==> config.mk <==
export PLATFORM = sky130hd
export DESIGN_NAME = seg7_marquee_scroller
export DESIGN_NICKNAME = d
export VERILOG_FILES = /design/src/rtl/seg7_pkg.sv /design/src/rtl/seg7_glyph_decoder.sv /design/src/rtl/seg7_marquee_scroller.sv
export SDC_FILE = /design/constraint.sdc
export NUM_CORES = 1
export LEC_CHECK = 0
export CORE_ASPECT_RATIO = 2
export CORE_MARGIN = 3
export CORE_UTILIZATION = 34
export DETAILED_ROUTE_END_ITERATION = 8
export MAX_ROUTING_LAYER = met4
export PLACE_DENSITY = 0.59
export SLEW_MARGIN = 5
export SYNTH_ARGS = -nofsm -noshare
export SYNTH_HDL_FRONTEND = slang
export SYNTH_SLANG_ARGS = --single-unit
==> constraint.sdc <==
create_clock -name Clk -period 4.35 [get_ports Clk]
set_clock_uncertainty 0.2 [all_clocks]
set_input_delay 0.435 -clock Clk [delete_from_list [all_inputs] [get_ports Clk]]
set_output_delay 0.435 -clock Clk [all_outputs]
set_load 0.01 [all_outputs]
==> src/rtl/seg7_pkg.sv <==
// Glyph codes, active-low segment patterns and the power-up message for the marquee scroller.
// Segment vectors are ordered {g,f,e,d,c,b,a}; a cleared bit lights the segment.
package seg7_pkg;

  typedef enum logic [3:0] {
    GlyphBlank = 4'd0,
    GlyphD     = 4'd1,
    GlyphE     = 4'd2,
    GlyphO     = 4'd3,
    GlyphH     = 4'd4,
    GlyphL     = 4'd5,
    GlyphP     = 4'd6,
    Glyph0     = 4'd7,
    Glyph1     = 4'd8,
    Glyph2     = 4'd9,
    Glyph3     = 4'd10,
    Glyph4     = 4'd11,
    Glyph5     = 4'd12,
    Glyph6     = 4'd13,
    Glyph7     = 4'd14
  } glyph_t;

  localparam logic [6:0] SegBlank = 7'h7F;

  // Takes the raw 4-bit code so that codes outside glyph_t fall through to blank.
  function automatic logic [6:0] glyph_to_seg(logic [3:0] code);
    case (code)
      GlyphD:  return 7'h21;
      GlyphE:  return 7'h06;
      GlyphO:  return 7'h40;
      GlyphH:  return 7'h09;
      GlyphL:  return 7'h47;
      GlyphP:  return 7'h0C;
      Glyph0:  return 7'h40;
      Glyph1:  return 7'h79;
      Glyph2:  return 7'h24;
      Glyph3:  return 7'h30;
      Glyph4:  return 7'h19;
      Glyph5:  return 7'h12;
      Glyph6:  return 7'h02;
      Glyph7:  return 7'h78;
      default: return SegBlank;
    endcase
  endfunction

  // DEFAULT_MSG: "dEO" followed by blanks for any buffer depth.
  function automatic glyph_t default_msg(int unsigned idx);
    case (idx)
      0:       return GlyphD;
      1:       return GlyphE;
      2:       return GlyphO;
      default: return GlyphBlank;
    endcase
  endfunction

endpackage

==> src/rtl/seg7_glyph_decoder.sv <==
// Combinational glyph-code to active-low 7-segment decoder, one instance per digit.
module seg7_glyph_decoder
  import seg7_pkg::*;
(
  input  logic [3:0] glyph_i,
  output logic [6:0] seg_o
);

  always_comb seg_o = glyph_to_seg(glyph_i);

endmodule

==> src/rtl/seg7_marquee_scroller.sv <==
// Scrolls a writable glyph buffer across NUM_DIGITS active-low 7-segment displays.
// Define MARQUEE_BLINK_EN to blink the display while paused.
module seg7_marquee_scroller
  import seg7_pkg::*;
#(
  parameter int unsigned CLK_HZ     = 50_000_000,
  parameter int unsigned STEP_HZ    = 1,
  parameter int unsigned NUM_DIGITS = 4,
  parameter int unsigned MSG_LEN    = 8,
  localparam int unsigned AW        = (MSG_LEN > 1) ? $clog2(MSG_LEN) : 1
) (
  input  logic                    Clk,
  input  logic                    Clr,
  input  logic                    en,
  input  logic                    dir,
  input  logic [1:0]              speed,
  input  logic                    step,
  input  logic                    wr_en,
  input  logic [AW-1:0]           wr_addr,
  input  logic [3:0]              wr_glyph,
  output logic [7*NUM_DIGITS-1:0] hex_out,
  output logic [AW-1:0]           pos,
  output logic                    tick_o
);

  localparam int unsigned BaseDiv = (CLK_HZ / STEP_HZ > 0) ? CLK_HZ / STEP_HZ : 1;
  localparam int unsigned CW      = (BaseDiv > 1) ? $clog2(BaseDiv) : 1;
  localparam logic [CW:0]   OneW    = (CW+1)'(1);
  localparam logic [AW-1:0] LastPos = AW'(MSG_LEN - 1);
  localparam logic [AW:0]   LenW    = (AW+1)'(MSG_LEN);

  typedef enum logic [0:0] {StPause, StRun} state_e;

  state_e                  state_q, state_d;
  logic [CW-1:0]           presc_q, presc_d;
  logic [CW:0]             div, last_cnt;
  logic                    step_q;
  logic [AW-1:0]           pos_q, pos_d;
  logic                    advance;
  logic                    tick_q;
  logic [3:0]              msg_q [MSG_LEN];
  logic [7*NUM_DIGITS-1:0] seg_all, hex_d, hex_q;

  always_comb begin
    div = (CW+1)'(BaseDiv) >> speed;
    if (div == '0) div = OneW;
    last_cnt = div - OneW;
  end

  // FSM state register
  always_ff @(posedge Clk or posedge Clr) begin
    if (Clr) state_q <= StPause;
    else     state_q <= state_d;
  end

  // FSM next state
  always_comb begin
    state_d = state_q;
    unique case (state_q)
      StPause: if (en)  state_d = StRun;
      StRun:   if (!en) state_d = StPause;
    endcase
  end

  // FSM outputs: prescaler update and position advance
  always_comb begin
    presc_d = presc_q;
    advance = 1'b0;
    if (state_q == StRun) begin
      // >= so a speed change that shrinks DIV below the count wraps instead of overrunning
      if ({1'b0, presc_q} >= last_cnt) begin
        presc_d = '0;
        advance = 1'b1;
      end else begin
        presc_d = presc_q + CW'(1);
      end
    end else begin
      advance = step & ~step_q;
    end

    pos_d = pos_q;
    if (advance) begin
      if (dir) pos_d = (pos_q == '0) ? LastPos : pos_q - AW'(1);
      else     pos_d = (pos_q == LastPos) ? '0 : pos_q + AW'(1);
    end
  end

  for (genvar i = 0; i < NUM_DIGITS; i++) begin : g_digit
    logic [AW:0]   sum;
    logic [AW-1:0] idx;
    assign sum = {1'b0, pos_q} + (AW+1)'(i);
    assign idx = (sum >= LenW) ? AW'(sum - LenW) : AW'(sum);
    seg7_glyph_decoder u_dec (
      .glyph_i(msg_q[idx]),
      .seg_o  (seg_all[7*(NUM_DIGITS-1-i) +: 7])
    );
  end

`ifdef MARQUEE_BLINK_EN
  logic [CW-1:0] blink_cnt_q;
  logic          blink_off_q;
  logic [CW:0]   half;

  always_comb begin
    half = div >> 1;
    if (half == '0) half = OneW;
  end

  // Held clear while running so every PAUSE entry starts with glyphs visible.
  always_ff @(posedge Clk or posedge Clr) begin
    if (Clr) begin
      blink_cnt_q <= '0;
      blink_off_q <= 1'b0;
    end else if (state_q == StRun) begin
      blink_cnt_q <= '0;
      blink_off_q <= 1'b0;
    end else if ({1'b0, blink_cnt_q} >= half - OneW) begin
      blink_cnt_q <= '0;
      blink_off_q <= ~blink_off_q;
    end else begin
      blink_cnt_q <= blink_cnt_q + CW'(1);
    end
  end

  assign hex_d = blink_off_q ? '1 : seg_all;
`else
  assign hex_d = seg_all;
`endif

  always_ff @(posedge Clk or posedge Clr) begin
    if (Clr) begin
      presc_q <= '0;
      step_q  <= 1'b0;
      pos_q   <= '0;
      tick_q  <= 1'b0;
      hex_q   <= '1;
      for (int i = 0; i < MSG_LEN; i++) msg_q[i] <= default_msg(i);
    end else begin
      presc_q <= presc_d;
      step_q  <= step;
      pos_q   <= pos_d;
      tick_q  <= advance;
      hex_q   <= hex_d;
      if (wr_en && ({1'b0, wr_addr} < LenW)) msg_q[wr_addr] <= wr_glyph;
    end
  end

  assign hex_out = hex_q;
  assign pos     = pos_q;
  assign tick_o  = tick_q;

endmodule

==> impl_metrics.yaml <==
detailed_routing:
  drt_iter0_markers: 143
  vias: 4299
  wl_um: 13630
  wl_per_cell_um: 17.02
  dr.pass1.iters: 4
  drtAntennaViolNets: 0
  viasPerCell: 5.367
  drc_errors: 0
setup_path:
  critical_path_required_ns: 4.41
  cp-end-kind: "flip-flop"
  worstSetupPathType: "in2reg"
  worst-path-max-fanout: 26
  crit_arrival_ns: 3.55
  cp-start-kind: "input pin"
clocking:
  htreeDepth: 3
  cts_resized: 0
  cts_tree: "built"
  cts_sinks: 92
  cts_buffers: 9
  cts.clk_slew.worst_paths_ns: 0.07
  clk_path_buf_depth: 2
  cts-hold-fix-buffers: 0
  cts_post_setup_buffers_inserted: 0
  insertion_delay_ns: 0.36
  root_buffer: "clkbuf_16"
grt:
  track_usage_pct: 15.20
  grt_pass1_wl_um: 22400
  antenna_found_initial: 0
  grtUsageMet1_pct: 13.48
  use_met3_pct: 1.873
  first_global_vias: 4411
  use_met2_pct: 30.14
  grt_max_degree: 40
  grt.busiest_layer: "met2"
  gr-total-overflow: 0
power:
  leakage_uw: 0.003083
  p_per_area_nw_per_um2: 907.8
  peakVddDrop_mv: 0.3078
cells_and_area:
  num_antenna_cells: 0
  final_cells: 801
  nets: 651
  area_growth_pct: 15.44
  drive_gt1_share_pct: 20.14
synth:
  ys_types: 59
  yosysMostFrequentCell: "dfrtp_1"
  yosysSeqAreaShare_pct: 39.01
  yosys.area.top_type: "dfrtp_1"
  syn_inst: 547
  yosys_register_bits: 92
  synth_top_area_share_pct: 25.01
  synthTopCellsByArea: "dfrtp_1 25%, dfstp_2 14%, ha_1 10%, mux2_2 7.5%, mux2i_1 7.3%"
  synth_edf_count: 0
  yosys-top-cells-count: "60 x dfrtp_1, 50 x ha_1, 49 x nor2_1"
  synthFlopType: "dfrtp_1"
  synthArstFlopShare_pct: 100.0
  synthesis.area_um2: 6005
  yosys_warnings: 0
  syn-mean-instance-area_um2: 10.98
sta:
  period_share_pct: 80.34
  finalSetupViolCount: 0
  slew_viol_final: 0
  max_freq_mhz: 286.1
  max-slew-margin-rel_pct: 28.43
  finalHoldViolations: 0
  max_slew.worst_pin.slew_ns: 1.071
  final.min_clock_period_ns: 3.495
  grt_setup_unrepaired: "no"
  tns_ns: 0
flow_run:
  cap_violations: 0
floorplanning:
  coreArea_um2: 17270
  rows: 68
  die_area_um2: 19390
  die_y_um: 193.9
  floorplan.initialDensity_pct: 34.77
  io_pins: 47
  die_w_um: 99.97
placement:
  port_buffers: 46
  dp_cells: 785
  dp_hpwl_um: 10800
  routabilityCongestion: 0.8870
outcome:
  status: "completed"
worst_hold_path:
  hp-class: "in2async"
## through the flow
stage	power [uW]	utilization [%]	area [um^2]	worst slack, ns	hold slack (ns)
2_1_floorplan	4536	-	6008	1.207	0.2664
3_3_place_gp	5290	38.26	6608	0.5733	0.3111
6_report	6293	40.13	6932	0.8551	0.1955
5_1_grt	6821	40.13	6932	0.6106	0.2294
4_1_cts	6361	40.13	6932	0.7961	0.2095
3_5_place_dp	5463	38.26	6608	0.4944	0.3186
## cells by family (layout without fill, tap and decap cells)
kind of cell               count (synthesis)  in the layout  share of synthesized area (%)
AOI/OAI and AO/OA                         74             74                          8.231
xor gates and xnor gates                  23             23                          3.480
adders and majority gates                 50             50                          10.42
buffers and inverters                     62            105                          5.043
DFF                                       92             92                          39.01
muxes                                    104            104                          22.15
other                                      1              2                        0.06245
and+or+nand+nor                          141            141                          11.61
## power by group
part | internal, uW | leakage [uW] | switching (uW)
registers | 1320 | 0.00109 | 239
clock network | 510 | 0.000158 | 357
logic | 1800 | 0.00184 | 2060
total | 3630 | 0.00308 | 2660
## sequential cells by signal, indices dropped and copies added, names as in the netlist
| signal | count |
|---|---|
| hex_out | 28 |
| msg_q | 32 |
| pos | 3 |
| presc_q | 26 |
| state_q | 1 |
| step_q | 1 |
| tick_o | 1 |
## path summary, 6_finish.rpt
path                       startpoint    endpoint  slack (ns)  cells past startpoint
min                               Clr      pos[2]        0.20                      2
max in group asynchronous         Clr  hex_out[6]        2.88                      3
min reg2reg                  msg_q[7]    msg_q[7]        0.33                      1
max                          speed[0]  presc_q[2]        0.86                     11
max reg2reg                    pos[1]  hex_out[3]        0.88                      8
min in group Clk                   en     state_q        0.31                      1
## final cells by class
cell class              count  area, um^2
multi-input cells         394        3363
clock buffers              10       229.0
clock inverters             6       95.09
well taps                 210       262.8
inverters                  39       147.6
flip-flops and latches     92        2344
repair buffers             50       490.5
fillers                  1677       10340
## worst max-delay path, cell delays in order
cell,delay (ns)
clkdlybuf4s50_1,0.51
inv_1,0.14
nand2_1,0.08
ha_1,0.31
ha_1,0.29
a21o_1,0.20
a211o_1,0.31
o311a_1,0.40
o311a_1,0.39
buf_4,0.24
nor3_1,0.23
## placed cells by master, fill, tap and decap left out, types with 3 or more instances in the layout
cell | Yosys | layout
nand4b_1 | 3 | 3
xnor2_1 | 16 | 16
dfrtp_1 | 60 | 59
inv_1 | 37 | 36
nor3b_1 | 4 | 4
buf_4 | 0 | 4
mux4_2 | 19 | 19
nand2_1 | 22 | 22
nor4_1 | 3 | 3
and3_1 | 8 | 8
nor3_1 | 10 | 10
nand2b_1 | 4 | 4
mux2i_1 | 44 | 44
dfstp_2 | 32 | 32
a221oi_1 | 3 | 3
mux2_2 | 40 | 40
ha_1 | 50 | 50
clkdlybuf4s50_1 | 0 | 46
o22ai_1 | 4 | 4
and4_1 | 4 | 4
nor2b_1 | 4 | 4
nand4_1 | 9 | 9
nand3_1 | 15 | 15
nor2_1 | 49 | 49
a31oi_1 | 3 | 3
o21ai_1 | 4 | 4
a211oi_1 | 3 | 3
a21oi_1 | 22 | 22
xor2_1 | 6 | 6
o21ai_0 | 12 | 12
clkbuf_16 | 0 | 9
## layer usage
| metal | vias to the layer above | share of wire (%) |
|---|---|---|
| met4 | 0 | 4.1 |
| met3 | 25 | 2.4 |
| met1 | 2164 | 33 |
| met5 | - | 0 |
| li1 | 2048 | - |
| met2 | 62 | 61 |
No activity file was read; power rests on OpenSTA's default activity.
==> RTL edit (same settings) <==
Add a define of `MARQUEE_BLINK_EN`.
--- a/src/rtl/seg7_marquee_scroller.sv
+++ b/src/rtl/seg7_marquee_scroller.sv
@@ -1,5 +1,7 @@
 // Scrolls a writable glyph buffer across NUM_DIGITS active-low 7-segment displays.
 // Define MARQUEE_BLINK_EN to blink the display while paused.
+`define MARQUEE_BLINK_EN
+
 module seg7_marquee_scroller
   import seg7_pkg::*;
 #(
Behaviour: same outputs for any inputs over 4 cycles, from zero or initial values; that may be too few to reach the edited logic, so the function may still have changed.
==> RTL edit against the original RTL <==
  * Core utilization is 0.53 points higher
  * Count of clock-buffer cells in the layout grew 10
  * Register-to-register slack got worse by 0.05 ns
  * Routed wire length increased by 38%
  * Design area up 33%
  * Die area increased by 30%
  * Via count grew 34%
  * Highest routed layer unchanged
  * Largest cell class unchanged
  * Setup slack got worse by 0.030 ns
  * Power up 13%
  * Combinational power barely moved
  * Synthesized area is 32% higher
  * Sequential cell count grew 27
  * Worst hold slack gained 0.056 ns
==> RTL edit: results (changes against the original RTL) <==
status completed; Worst Tran Pin Value 1.11 ns (+0.0355 ns); Vias 5,747 (+34%); Post-DP HPWL 14,100 microns (+31%); Placed Cells 1,061 (+35%); Leak 0.00419 uW (+36%); drt wl/cell 17.2 microns (+1.1%); Setup WS pre-CTS 0.485 ns (-0.00932 ns); top cell family by delay on the critical path multiplexers; Post-DP Area 8620 sq um (+31%); H-tree levels 4 (+1); Peak supply drop 0.424 mV (+38%); vias in the first global route 5,860 (+33%); first-pass GRT wire length 30,600 microns (+37%); # fillers 2,211 (+32%); register area share after synthesis 38.2% (-0.80 points); top post-synthesis cells by count dfrtp_1 (87), ha_1 (74), nor2_1 (73), nand2_1 (56), mux2_2 (48); GP Congestion 0.896 (+0.97%); Post-Syn Instances 749 (+37%); CP max FO 8 (-69%); Synth area leaders dfrtp_1 (28%), ha_1 (12%), dfstp_2 (11%), mux2_2 (6.8%), mux4_2 (5.1%); layout net count 889 (+37%); DRT Pass-1 Iters 5 (+1); Crit path largest cell delay 0.70 ns (+0.19 ns); Worst-Skew Late Latency 0.42 ns (+0.06 ns); Max stage delay cell, worst path mux4_2; drt via density 5.26 (-2.0%); initial DRC count 263 (+84%); share of post-route cells with drive strength above 1 18.3% (-1.8 points)
## RTL edit: power by group
part           internal [uW]  leakage, uW  switching, uW  total [uW]
clock network            973     0.000300            533        1510
logic                   1860      0.00243           2020        3880
registers               1510      0.00145            242        1750
total                   4340      0.00419           2800        7140
## RTL edit: logic make-up after synthesis
| logic type | after synthesis | synth area share, % |
|---|---|---|
| buf+inv | 63 | 3.94 |
| xor+xnor | 43 | 4.77 |
| other cells | 2 | 0.0951 |
| fa+ha+maj | 74 | 11.7 |
| mux | 108 | 18.1 |
| simple gates | 239 | 14.7 |
| compound gates | 101 | 8.47 |
| flops | 119 | 38.2 |
## RTL edit: stage by stage
stage / total power, uW / util (%)
after floorplan: 4790 / -
after global placement: 5620 / 37.9
after detailed placement: 5680 / 37.9
after CTS: 7230 / 40.7
after global routing: 7720 / 40.7
final: 7140 / 40.7
## RTL edit: worst paths after layout
path	end	slack, ns	cells after the start
worst max-delay path	hex_out[2]	0.83	10
worst min-delay path	state_q	0.25	1
worst max register to register	hex_out[2]	0.83	10
worst min register to register	blink_cnt_q[0]	0.26	1
max in group asynchronous	msg_q[20]	2.73	3
min in group asynchronous	blink_cnt_q[7]	0.35	2
## RTL edit: cell type report
class	count	share of cell area, %
clock buffer	20	4.83
clock inverter	12	1.91
tap	280	3.79
inverter	37	1.53
timing repair buffer	53	5.68
sequential	119	32.6
multi-input combinational	572	49.6
## RTL edit: routing by layer
| metal | global-route usage (%) | vias up | share of wire, % |
|---|---|---|---|
| met5 | - | - | 0 |
| met4 | 8.82 | 0 | 5.5 |
| met3 | 2.68 | 67 | 2.5 |
| li1 | - | 2780 | - |
| met1 | 15.2 | 2776 | 35 |
| met2 | 29.8 | 124 | 57 |
